**config.mk**
```make
export PLATFORM = sky130hd
export DESIGN_NAME = key_event_sched_flat
export DESIGN_NICKNAME = d
export VERILOG_FILES = /design/src/rtl/key_event_sched_if.sv /design/src/rtl/key_event_sched.sv /design/src/flat_wrapper.sv
export SDC_FILE = /design/constraint.sdc
export NUM_CORES = 1
export LEC_CHECK = 0
export ABC_CLOCK_PERIOD_IN_PS = 3600
export BUFFER_PORTS_ARGS = -buffer_cell sky130_fd_sc_hd__buf_2
export CORE_MARGIN = 1.5
export CORE_UTILIZATION = 50
export CTS_CLUSTER_DIAMETER = 30
export DETAILED_ROUTE_END_ITERATION = 8
export PLACE_DENSITY = 0.66
export SLEW_MARGIN = 25
export SYNTH_ARGS = -nofsm -noshare
export SYNTH_HDL_FRONTEND = slang
export SYNTH_SLANG_ARGS = --single-unit
export TNS_END_PERCENT = 10
```
**constraint.sdc**
```tcl
create_clock -name i_clk -period 3.6 [get_ports i_clk]
set_clock_uncertainty 0.2 [all_clocks]
set_input_delay 0.36 -clock i_clk [delete_from_list [all_inputs] [get_ports i_clk]]
set_output_delay 0.36 -clock i_clk [all_outputs]
set_load 0.03 [all_outputs]
```
**src/rtl/key_event_sched_if.sv**
```systemverilog
// Event stream between the key scheduler and its consumer.
// The master drives the event; the slave drives ready.
interface key_event_sched_if #(
    parameter int unsigned KW = 2
);
    logic          evt_valid;
    logic          evt_ready;
    logic [KW-1:0] evt_key;
    logic [1:0]    evt_code;

    modport master (output evt_valid, output evt_key, output evt_code, input evt_ready);
    modport slave  (input evt_valid, input evt_key, input evt_code, output evt_ready);
endinterface

```
**src/rtl/key_event_sched.sv**
```systemverilog
// Classifies per-key press/release pulses as short/long presses and serialises
// the resulting events onto one valid/ready stream with round-robin arbitration.
module key_event_sched #(
    parameter int unsigned N_KEYS   = 4,
    parameter int unsigned LONG_CYC = 50000000
) (
    input  logic                 i_clk,
    input  logic                 i_rst_n,
    input  logic [N_KEYS-1:0]    i_press,
    input  logic [N_KEYS-1:0]    i_release,
    key_event_sched_if.master    evt,
    output logic [N_KEYS-1:0]    o_overflow,
    input  logic                 i_ovf_clr
);
    localparam int unsigned KW = $clog2(N_KEYS);
    localparam int unsigned CW = $clog2(LONG_CYC + 1);
    localparam logic [CW-1:0] CNT_LAST = CW'(LONG_CYC - 1);

    typedef enum logic [1:0] {S_IDLE, S_HELD, S_LONG} state_t;
    typedef enum logic [1:0] {
        EVT_PRESS     = 2'd0,
        EVT_REL_SHORT = 2'd1,
        EVT_LONG      = 2'd2,
        EVT_REL_LONG  = 2'd3
    } evt_code_t;

    state_t            r_state     [N_KEYS];
    state_t            w_state_nxt [N_KEYS];
    logic [CW-1:0]     r_cnt       [N_KEYS];
    logic [CW-1:0]     w_cnt_nxt   [N_KEYS];
    logic [N_KEYS-1:0] w_post;
    evt_code_t         w_post_code [N_KEYS];

    logic [N_KEYS-1:0] r_slot_vld;
    evt_code_t         r_slot_code [N_KEYS];
    logic [N_KEYS-1:0] w_ovf_set;
    logic [N_KEYS-1:0] r_ovf;

    logic              r_valid;
    logic [KW-1:0]     r_key;
    evt_code_t         r_code;
    logic [KW-1:0]     r_ptr;

    logic              w_load;
    logic              w_found;
    logic              w_fire;
    logic [KW-1:0]     w_gnt;

    always_ff @(posedge i_clk or negedge i_rst_n) begin
        if (!i_rst_n) begin
            for (int unsigned k = 0; k < N_KEYS; k++) begin
                r_state[k] <= S_IDLE;
                r_cnt[k]   <= '0;
            end
        end else begin
            for (int unsigned k = 0; k < N_KEYS; k++) begin
                r_state[k] <= w_state_nxt[k];
                r_cnt[k]   <= w_cnt_nxt[k];
            end
        end
    end

    // A release always takes priority over a simultaneous press or LONG timeout.
    always_comb begin
        for (int unsigned k = 0; k < N_KEYS; k++) begin
            w_state_nxt[k] = r_state[k];
            w_cnt_nxt[k]   = r_cnt[k];
            w_post[k]      = 1'b0;
            w_post_code[k] = EVT_PRESS;
            case (r_state[k])
                S_IDLE: begin
                    if (i_press[k] && !i_release[k]) begin
                        w_state_nxt[k] = S_HELD;
                        w_cnt_nxt[k]   = '0;
                        w_post[k]      = 1'b1;
                        w_post_code[k] = EVT_PRESS;
                    end
                end
                S_HELD: begin
                    if (i_release[k]) begin
                        w_state_nxt[k] = S_IDLE;
                        w_cnt_nxt[k]   = '0;
                        w_post[k]      = 1'b1;
                        w_post_code[k] = EVT_REL_SHORT;
                    end else if (r_cnt[k] == CNT_LAST) begin
                        w_state_nxt[k] = S_LONG;
                        w_post[k]      = 1'b1;
                        w_post_code[k] = EVT_LONG;
                    end else begin
                        w_cnt_nxt[k] = r_cnt[k] + CW'(1);
                    end
                end
                S_LONG: begin
                    if (i_release[k]) begin
                        w_state_nxt[k] = S_IDLE;
                        w_cnt_nxt[k]   = '0;
                        w_post[k]      = 1'b1;
                        w_post_code[k] = EVT_REL_LONG;
                    end
                end
                default: w_state_nxt[k] = S_IDLE;
            endcase
        end
    end

    always_comb begin
        int unsigned idx;
        w_load  = !r_valid || evt.evt_ready;
        w_found = 1'b0;
        w_gnt   = '0;
        for (int unsigned i = 0; i < N_KEYS; i++) begin
            idx = (32'(r_ptr) + i) % N_KEYS;
            if (!w_found && r_slot_vld[idx]) begin
                w_found = 1'b1;
                w_gnt   = KW'(idx);
            end
        end
        w_fire = w_load && w_found;
        for (int unsigned k = 0; k < N_KEYS; k++) begin
            w_ovf_set[k] = w_post[k] && r_slot_vld[k] && !(w_fire && w_gnt == KW'(k));
        end
    end

    // A slot being granted this cycle is free to accept a new post.
    always_ff @(posedge i_clk or negedge i_rst_n) begin
        if (!i_rst_n) begin
            r_slot_vld <= '0;
            for (int unsigned k = 0; k < N_KEYS; k++) r_slot_code[k] <= EVT_PRESS;
            r_ovf   <= '0;
            r_valid <= 1'b0;
            r_key   <= '0;
            r_code  <= EVT_PRESS;
            r_ptr   <= '0;
        end else begin
            for (int unsigned k = 0; k < N_KEYS; k++) begin
                if (w_post[k] && !w_ovf_set[k]) begin
                    r_slot_vld[k]  <= 1'b1;
                    r_slot_code[k] <= w_post_code[k];
                end else if (w_fire && w_gnt == KW'(k)) begin
                    r_slot_vld[k] <= 1'b0;
                end
            end
            r_ovf <= (i_ovf_clr ? '0 : r_ovf) | w_ovf_set;
            if (w_load) begin
                if (w_found) begin
                    r_valid <= 1'b1;
                    r_key   <= w_gnt;
                    r_code  <= r_slot_code[w_gnt];
                    r_ptr   <= (w_gnt == KW'(N_KEYS - 1)) ? '0 : w_gnt + KW'(1);
                end else begin
                    r_valid <= 1'b0;
                end
            end
        end
    end

    assign evt.evt_valid = r_valid;
    assign evt.evt_key   = r_key;
    assign evt.evt_code  = r_code;
    assign o_overflow    = r_ovf;
endmodule

```
**src/flat_wrapper.sv**
```systemverilog
// flat-port wrapper written by rule: the top's interface ports become plain ports
module key_event_sched_flat 
#(
    parameter int unsigned N_KEYS   = 4,
    parameter int unsigned LONG_CYC = 50000000
)
  (i_clk, i_rst_n, i_press, i_release, o_overflow, i_ovf_clr, evt_evt_valid, evt_evt_key, evt_evt_code, evt_evt_ready);
  key_event_sched_if #(.KW(2)) evt_i ();
  input  logic i_clk;
  input  logic i_rst_n;
  input  logic [N_KEYS-1:0] i_press;
  input  logic [N_KEYS-1:0] i_release;
  output logic [N_KEYS-1:0] o_overflow;
  input  logic i_ovf_clr;
  output wire logic [$bits(evt_i.evt_valid)-1:0] evt_evt_valid;
  output wire logic [$bits(evt_i.evt_key)-1:0] evt_evt_key;
  output wire logic [$bits(evt_i.evt_code)-1:0] evt_evt_code;
  input wire logic [$bits(evt_i.evt_ready)-1:0] evt_evt_ready;
  assign evt_evt_valid = evt_i.evt_valid;
  assign evt_evt_key = evt_i.evt_key;
  assign evt_evt_code = evt_i.evt_code;
  assign evt_i.evt_ready = evt_evt_ready;
  key_event_sched #(.N_KEYS(N_KEYS), .LONG_CYC(LONG_CYC)) u_core (.i_clk(i_clk), .i_rst_n(i_rst_n), .i_press(i_press), .i_release(i_release), .evt(evt_i), .o_overflow(o_overflow), .i_ovf_clr(i_ovf_clr));
endmodule
```
## Yosys cells after proc, flatten, opt, wreduce, memory -nomap -nowiden

Index checks and enable logic that the tools add are counted.

| word-level totals | value |
|---|---|
| register bits after elaboration | 135 |
| input port bits | 12 |
| word-level logic and storage cells | 236 |

| operators by class | value |
|---|---|
| magnitude comparators | 5 |
| add/sub/neg operators | 8 |
| bitwise operators | 2 |
| muxes and demuxes | 106 |
| eq/ne operators | 31 |
| reduce and logical (&&, ||, !) cells | 63 |

Operator list:

| kind | number |
|---|---|
| $mux W26 | 16 |
| $pmux W26 S3 | 4 |
| $add A26 B1 Y26 const B | 4 |
| $eq A26 B26 Y1 const B | 4 |
| $mux W2 | 35 |
| $mux W1 | 33 |
| $logic_and A1 B1 Y1 | 24 |
| $pmux W2 S3 | 4 |
| $logic_not A1 Y1 | 16 |
| $pmux W2 S2 | 4 |
| $reduce_and A4 Y1 | 4 |
| $eq A2 B2 Y1 const B | 6 |
| $lt A2 B3 Y1 const B | 4 |
| $ne A3 B2 Y1 const B | 4 |
| $ne A3 B3 Y1 const B | 4 |
| $pmux W1 S3 | 4 |
| $reduce_and A3 Y1 | 4 |
| $reduce_bool A3 Y1 | 4 |
| $eq A2 B1 Y1 const B | 5 |
| $logic_not A2 Y1 | 5 |
| $bmux W1 S2 | 4 |
| $ne A2 B1 Y1 const B | 4 |
| $ne A2 B2 Y1 const B | 4 |
| $reduce_bool A2 Y1 | 4 |
| 9 further kinds | 11 |

## Longest topological paths before layout

Gate-level depths: netlist of run 1.

| logic depth | value |
|---|---|
| depth in word-level cells | 19 |
| depth in mapped cells | 11 |
| depth with buffers taken out | 10 |

## Worst setup path before layout of run 1

Ideal clock, no wire load.

| path | value |
|---|---|
| path type | register to register |
| from | register u_core.r_cnt[0] (netlist name) |
| to | register u_core.r_slot_code[1] (netlist name) |
| path buffers | 0 |
| required time | 3275 ps |
| arrival time | 2248 ps |
| setup time | 125 ps |
| cell stages (with the launch flop) | 8 |
| path slack | 1027 ps |
| cell sequence | dfrtp_1 ha_1 nand4_1 or4_2 o31ai_4 nand2_2 a21oi_2 mux2_2 |

| between the ends | value |
|---|---|
| cells in the longest elaborated chain, start to end | 8 |

RTL lines:

| element | RTL line | text |
|---|---|---|
| from (decl) | key_event_sched.sv:29 | `logic [CW-1:0] r_cnt [N_KEYS];` |
| from (signal, indexed assignment) | key_event_sched.sv:58 | `r_cnt[k] <= w_cnt_nxt[k];` |
| $eq A26 B26 Y1 (*) | key_event_sched.sv:85 | `end else if (r_cnt[k] == CNT_LAST) begin` |
| $mux W1 | key_event_sched.sv:85 |  |
| $mux W1 | key_event_sched.sv:80 | `if (i_release[k]) begin` |
| $pmux W1 S3 | key_event_sched.sv:70 | `case (r_state[k])` |
| $logic_and A1 B1 Y1 (2 in series) | key_event_sched.sv:120 | `w_ovf_set[k] = w_post[k] && r_slot_vld[k] && !(w_fire && w_gnt == KW'(k));` |
| $logic_not A1 Y1 | key_event_sched.sv:136 | `if (w_post[k] && !w_ovf_set[k]) begin` |
| $logic_and A1 B1 Y1 | key_event_sched.sv:136 |  |
| to (signal, indexed assignment) | key_event_sched.sv:138 | `r_slot_code[k] <= w_post_code[k];` |
| to (decl) | key_event_sched.sv:35 | `evt_code_t r_slot_code [N_KEYS];` |

Mark *: on every way between the ends. The rest lies on a longest branch, timed or not.
A chain may end at the register's enable or synchronous reset.

## Final worst setup path of run 1

| path | value |
|---|---|
| from | register u_core.r_cnt[0] (netlist name) |
| to | register u_core.r_cnt[13] (netlist name) |

| between the ends | value |
|---|---|
| cells in the longest elaborated chain, start to end | 4 |

RTL lines:

| element | RTL line | text |
|---|---|---|
| $add A26 B1 Y26 | key_event_sched.sv:90 | `w_cnt_nxt[k] = r_cnt[k] + CW'(1);` |
| $mux W26 | key_event_sched.sv:85 |  |
| $mux W26 | key_event_sched.sv:80 |  |
| $pmux W26 S3 | key_event_sched.sv:70 |  |

Parallel ways exist; a longest one is shown, timed or not. The select of a mux whose other input is x is not followed.

==> run metrics, run 1 <==
Synth cell types=61; Starting DRT DRC Count=366; post-layout util=between 50% and 60%; Reg clk slew, reported paths=approximately 0.06 ns; Inserted Clock Buffers=17; syn nets=861; CTS root buffer=clkbuf_16; initial antenna violation count=0; Synth area leaders=dfrtp_1 (45%), nor2_1 (5.2%), xnor2_1 (4.8%); H-tree depth=4; Pre-Repair DR Iteration Count=5; TritonCTS Sinks=135; Yosys top cell by area=dfrtp_1; Cell Area, Synth=7510 sq um; worst reg-to-reg setup slack=between 0.8 and 0.9 ns; total gr overflow=0; Worst Path Class, Setup=reg2reg; layout net count=around 890; Sequential Power Share=38.9%; Synth Flop Type=dfrtp_1; Placed Instances=1010; Critical-path top delay cell=or4_2; layout cells sized above 1=9.463%; wire per inst=14.69 microns; worst reg2reg endpoint=u_core.r_cnt[13]; reg-to-reg startpoint=u_core.r_cnt[0]; WP data required=3.69 ns; Port-buffer cells=20; largest net degree at the start of global routing=74; CTS Buffer Depth=2; slowest stage delay, CP=around 0.81 ns; Post-Synthesis Cells=just over 800; Max Clk Rate=between 300 and 400 MHz; final worst setup slack=slightly above 0.8 ns; Setup violations, final=0; Die Wd=125.6 microns; Net Sw Power=0.001582 W; CP Launch Type=flop; P_int=~0.0031 W; clk_lat worst skew=0.41 ns; final cell count without fillers=1040; gr busiest metal=met2; Hold Vio Cnt, Final=0; number of inserted diodes=0; register area share after synthesis=44.99%; DRT Wirelength=between 15000 and 20000 microns; vias in the first global route=5866; Starting Density=51.48%; PwrDens=approximately 560 nW/um^2; met1 Usage GRT=27.79%; fin. max-slew vios=0; synth warn=0; DRC=0; Synth async-reset ratio=between 90% and 100%; Mean Syn Cell Area=9.136 sq um; setup TNS=0 ns; Final min period=2.772 ns; CP Launch Point=u_core.r_cnt[0]; worst vdd rail ir drop=roughly 0.00042 V; clock power share=between 30% and 40%; Worst path top cell family by delay=simple AND/OR/NAND/NOR gates; Top Ports=21; Synth top area share=44.99%; Crit Path Max Fanout=14; die area=15760 sq um; flops & latches, synth=about 140; Post-CTS Resized=0; DRT antenna net count=0; via/cell ratio=5.735; EDFF count, synth=0; max_cap viols=0; switching part of the total=between 30% and 40%; first-pass GRT wire length=between 20000 and 30000 microns; critical path data arrival time=2.87 ns; static leakage=3.517 nW; GPL Wtd Cong=between 0.9 and 1; CTS tree=yes; Comb pwr share=26.2%; Slew headroom=42.66%; num rows=44; worst hold path type=in2reg; post-place setup slack=0.8422 ns; CP Cell Sequence=ha_1 > nand4_1 > or4_2 > nor3_4 > nor4b_1 > xnor2_1 > nor2_1; worst reg2reg path depth=7; RSZ-0062 raised after global routing=no; measured slew at the worst slew-check pin=0.8523 ns; GRT Util Overall=20.87%; Final period util=77.00%; Area growth syn-to-layout=11.63%; fillers=1271; Detailed Place HPWL=roughly 11000 microns; # hold bufs at CTS=1; met2 Use GR=34.53%; worst setup path endpoint=u_core.r_cnt[13]; CP Buf/Inv Count=0; status=completed; CORE AREA=14590 sq um; height of the chip=around 130 microns; vias post-DR=approximately 6000; Worst setup EP type=flop; grt met3 use=under 10%; Post-CTS Setup Bufs=0; number of cells on the critical path=7
## routing by layer
| metal | routed length [microns] | part of all wire, % |
|---|---|---|
| met1 | 7371 | 48 |
| met4 | 92 | 0.60 |
| met5 | 0 | 0 |
| met2 | 7320 | 48 |
| met3 | 492 | 3.2 |
## registers in the layout, indices dropped and copies added (netlist names)
signal and flops:
u_core.r_slot_code 8, u_core.r_slot_vld 4, u_core.r_state 8, u_core.r_cnt 104, u_core.evt.evt_code 2, u_core.evt.evt_valid 1
u_core.r_ptr 2, u_core.evt.evt_key 2, u_core.o_overflow 4
## layout by cell type (no fill, tap or decap), types with 10 or more instances in the layout
| master | synthesis | routed |
|---|---|---|
| a21oi_1 | 42 | 42 |
| nand2b_1 | 15 | 15 |
| o21ai_0 | 48 | 48 |
| nand4_1 | 25 | 25 |
| clkbuf_16 | 0 | 17 |
| buf_2 | 1 | 19 |
| ha_1 | 27 | 27 |
| xnor2_1 | 41 | 41 |
| nand2_1 | 78 | 78 |
| dfrtp_1 | 135 | 135 |
| xor2_1 | 26 | 26 |
| nor2_1 | 104 | 104 |
| nor3_1 | 28 | 28 |
| and3_1 | 12 | 12 |
| nand3_1 | 40 | 40 |
| or3_1 | 13 | 13 |
| inv_1 | 36 | 36 |
| nor4_1 | 13 | 13 |
| mux2_2 | 10 | 10 |
## synth_stat cells, types with 3 or more instances
| cell | number |
|---|---|
| dfrtp_1 | 135 |
| nor2_1 | 104 |
| nand2_1 | 78 |
| o21ai_0 | 48 |
| a21oi_1 | 42 |
| xnor2_1 | 41 |
| nand3_1 | 40 |
| inv_1 | 36 |
| nor3_1 | 28 |
| ha_1 | 27 |
| xor2_1 | 26 |
| nand4_1 | 25 |
| clkbuf_1 | 20 |
| nand2b_1 | 15 |
| nor4_1 | 13 |
| or3_1 | 13 |
| and3_1 | 12 |
| mux2_2 | 10 |
| and4_1 | 9 |
| nor2b_1 | 9 |
| o22ai_1 | 8 |
| mux2i_1 | 7 |
| and2_1 | 6 |
| o41ai_1 | 6 |
| or4_1 | 5 |
| nor3b_1 | 4 |
| o21a_1 | 4 |
| o31ai_1 | 4 |
| nor4b_1 | 3 |
| o221ai_1 | 3 |
| or2_2 | 3 |
## stage by stage
step                hold WS [ns]  power, W  cell area (sq um)
floorplan                -0.1356  0.002754               7510
global placement          0.2333  0.003056               7812
detailed placement        0.2401  0.003107               7812
CTS                      0.03894  0.004780               8383
global route             0.03914  0.005027               8383
finish                   0.05214  0.004728               8383
## cell families after synthesis
group / count (synthesis) / synth area share, %
fa+ha+maj: 27 / 4.498
xor+xnor: 67 / 7.814
compound gates: 136 / 11.45
buf+inv: 58 / 3.016
mux: 18 / 2.583
simple gates: 381 / 25.66
flops: 135 / 44.99
## final cells by class
type / instances / area [sq um] / area share, %
Multi-Input combinational cell: 629 / 3905 / 46.58
Timing Repair Buffer: 27 / 173.9 / 2.075
Sequential cell: 135 / 3378 / 40.30
Clock buffer: 20 / 456.7 / 5.448
Tap cell: 184 / 230.2 / 2.746
Inverter: 36 / 135.1 / 1.612
Clock inverter: 9 / 103.9 / 1.239
## worst min-delay path by stage
stage                             endpoint  slack [ns]  depth (start not counted)       from
finish                u_core.o_overflow[2]        0.05                          2  i_ovf_clr
detailed placement         u_core.r_cnt[5]        0.24                          1    i_rst_n
global placement           u_core.r_cnt[6]        0.23                          1    i_rst_n
floorplan           u_core.evt.evt_code[0]       -0.14                          0    i_rst_n
CTS                   u_core.o_overflow[2]        0.04                          2  i_ovf_clr
global route          u_core.o_overflow[2]        0.04                          2  i_ovf_clr
## power by group through the flow
stage | Sequential (W) | Clock (W) | Combinational [W]
floorplan | 0.00188 | 0 | 0.000872
global placement | 0.00185 | 0 | 0.00120
detailed placement | 0.00187 | 0 | 0.00124
CTS | 0.00184 | 0.00169 | 0.00125
global route | 0.00186 | 0.00176 | 0.00140
finish | 0.00184 | 0.00165 | 0.00124
No activity file was read; power rests on OpenSTA's default activity.
==> inputs of run 2 (changes only) <==
- ABC_CLOCK_PERIOD_IN_PS: 3600 -> 2600
- clock period: 3.6 -> 2.6 ns (I/O delays scaled with it)
==> run 2 against run 1 <==
  * The run now ends with negative setup slack left
  * Register-to-register slack got worse by 0.85 ns
  * Non-clock buffer count increased by 40
  * Via count increased by 3.0%
  * Critical path depth down 1
  * Die area did not move
  * Sequential share of layout area decreased by 2.2 points
  * Cell area rose by 5.7%
  * First-iteration DRC count is 34% lower
  * Utilization up 3.3 points
  * Count of clock-buffer cells in the layout is 1 higher
  * Total power rose by 51%
  * Global-route usage up 1.1 points
  * Critical path type unchanged
==> run metrics, run 2 (synthesized netlist as in run 1, its figures left out) <==
Worst Path Class, Setup=reg2reg (unchanged); most frequent cells in the layout=dfrtp_1 (135), nor2_1 (103), nand2_1 (78), o21ai_0 (47) (was dfrtp_1 (135), nor2_1 (104), nand2_1 (78), o21ai_0 (48), a21oi_1 (42)); CTS tree=yes (unchanged); Placed Area=8110 sq um (was 7812 sq um); Setup violations, final=2 (was 0); Hold Vio Cnt, Final=0 (unchanged); Starting Density=51.48% (unchanged); Slew headroom=47.20% (was 42.66%); Final period util=100.7% (was 77.00%); Post-CTS Setup Bufs=0 (unchanged); TritonCTS Sinks=135 (unchanged); Top Ports=21 (unchanged); DRT Wirelength=16270 microns (was 15280 microns); largest net degree at the start of global routing=59 (was 74); final cell count without fillers=1083 (was 1040); Starting DRT DRC Count=242 (was 366); WP data required=2.70 ns (was 3.69 ns); height of the chip=125.6 microns (unchanged); failing checks=negative setup slack; total gr overflow=0 (unchanged); vias post-DR=6142 (was 5964); CORE AREA=14590 sq um (unchanged); first-pass GRT wire length=28480 microns (was 27240 microns); Placed Instances=1048 (was 1010); CTS root buffer=clkbuf_16 (unchanged); Detailed Place HPWL=11530 microns (was 10760 microns); clk_lat worst skew=0.42 ns (was 0.41 ns); max reg flops=104 (unchanged); die area=15760 sq um (unchanged); Inserted Clock Buffers=17 (unchanged); layout net count=925 (was 885); final worst setup slack=-0.01934 ns (was 0.8279 ns); DRC=0 (unchanged); Final min period=2.619 ns (was 2.772 ns); max_cap viols=0 (unchanged); via/cell ratio=5.671 (was 5.735); most common cell after layout, fill and taps aside=dfrtp_1 (unchanged); Crit Path Max Fanout=4 (was 14); wire per inst=15.02 microns (was 14.69 microns); Final Instance Area=8860 sq um (was 8383 sq um); most flop-heavy register=u_core.r_cnt (unchanged); status=finished with violations (was completed); CP Launch Type=flop (unchanged); num rows=44 (unchanged); Max Clk Rate=381.8 MHz (was 360.7 MHz); Die Wd=125.6 microns (unchanged); RSZ-0062 raised after global routing=yes (was no); fillers=1218 (was 1271); GPL Wtd Cong=0.8612 (was 0.9036); Area growth syn-to-layout=17.98% (was 11.63%); GRT Util Overall=22.01% (was 20.87%); fin. max-slew vios=0 (unchanged); CTS Buffer Depth=2 (unchanged); H-tree depth=4 (unchanged); worst hold path type=in2reg (unchanged); vias in the first global route=6197 (was 5866); total power=0.007122 W (was 0.004728 W); Worst setup EP type=flop (unchanged); Port-buffer cells=20 (unchanged); DRT antenna net count=0 (unchanged); Pre-Repair DR Iteration Count=5 (unchanged); static leakage=3.778 nW (was 3.517 nW); Reg clk slew, reported paths=0.06 ns (about the same); measured slew at the worst slew-check pin=0.7835 ns (was 0.8523 ns); PwrDens=803.8 nW/um^2 (was 564.0 nW/um^2); initial antenna violation count=0 (unchanged); Largest regs=u_core.r_cnt: 104 flops, u_core.r_slot_code: 8 flops, u_core.r_state: 8 flops (unchanged); layout cells sized above 1=14.46% (was 9.463%); worst vdd rail ir drop=0.0005486 V (was 0.0004206 V); number of inserted diodes=0 (unchanged); critical path data arrival time=2.72 ns (was 2.87 ns)
-- run 2: changes by cell type in the layout (fill, tap and decap cells not counted), moves of 2 or more --
cell,before,now
bufinv_16,2,5
clkinv_2,4,2
buf_4,5,42
dlygate4sd3_1,1,3
or4_4,1,3
-- run 2: per-layer routing --
metal | vias up | share of wire [%] | track usage, %
met4 | 0 | 1.1 | 5.816
li1 | 3024 | - | -
met2 | 90 | 49 | 37.12
met1 | 3015 | 46 | 28.42
met5 | - | 0 | 0
met3 | 13 | 3.5 | 5.349
-- run 2: repair_timing --
action,in CTS,in global routing
pin swaps,1,1
endpoints found under the setup margin,2,21
gates cloned,0,0
hold buffers,3,0
gates resized for setup,2,10
endpoints found under the hold margin,140,0
-- run 2: cell type report --
cell class / count / area (sq um) / area share, %
Multi-Input combinational cell: 629 / 3960 / 44.70
Timing Repair Buffer: 67 / 491.7 / 5.550
Tap cell: 184 / 230.2 / 2.599
Sequential cell: 135 / 3378 / 38.13
Clock buffer: 21 / 470.5 / 5.310
Clock inverter: 11 / 193.9 / 2.189
Inverter: 36 / 135.1 / 1.525
-- run 2: worst paths after layout --
check | slack (ns) | endpoint | cells past startpoint | start
setup / recovery | -0.02 | u_core.r_slot_code[0] | 6 | u_core.r_cnt[8]
hold / removal | 0.03 | u_core.r_slot_vld[0] | 3 | i_release[0]
setup reg to reg | -0.02 | u_core.r_slot_code[0] | 6 | u_core.r_cnt[8]
max in group asynchronous | 1.42 | u_core.r_cnt[91] | 3 | i_rst_n
hold reg to reg | 0.31 | u_core.r_slot_code[3] | 1 | u_core.r_slot_code[3]
min in group asynchronous | 0.05 | u_core.r_cnt[19] | 2 | i_rst_n
-- run 2: worst max-delay path, cell delays in order, from the launching register on --
cell and delay [ns]:
dfrtp_1 0.38, or4b_4 0.54, or4_4 0.59, o31ai_4 0.21, nand2_2 0.10, a21oi_4 0.14, mux2_1 0.34
-- run 2: report_power, final --
part           internal (W)  total, W  switching, W
Sequential          0.00231   0.00253      0.000221
Combinational      0.000713   0.00189       0.00118
Clock               0.00178   0.00270      0.000917
-- run 2: through the flow --
stage	TNS [ns]	setup WS [ns]	hold WS (ns)	utilization [%]
floorplan	0	0.02739	-0.2356	-
global placement	0	0.006014	-0.07118	55.59
detailed placement	-0.04480	-0.02383	-0.07115	55.59
CTS	-0.05688	-0.02946	0.04366	60.39
global route	-0.1358	-0.06965	0.05009	60.73
finish	-0.03731	-0.01934	0.02719	60.73
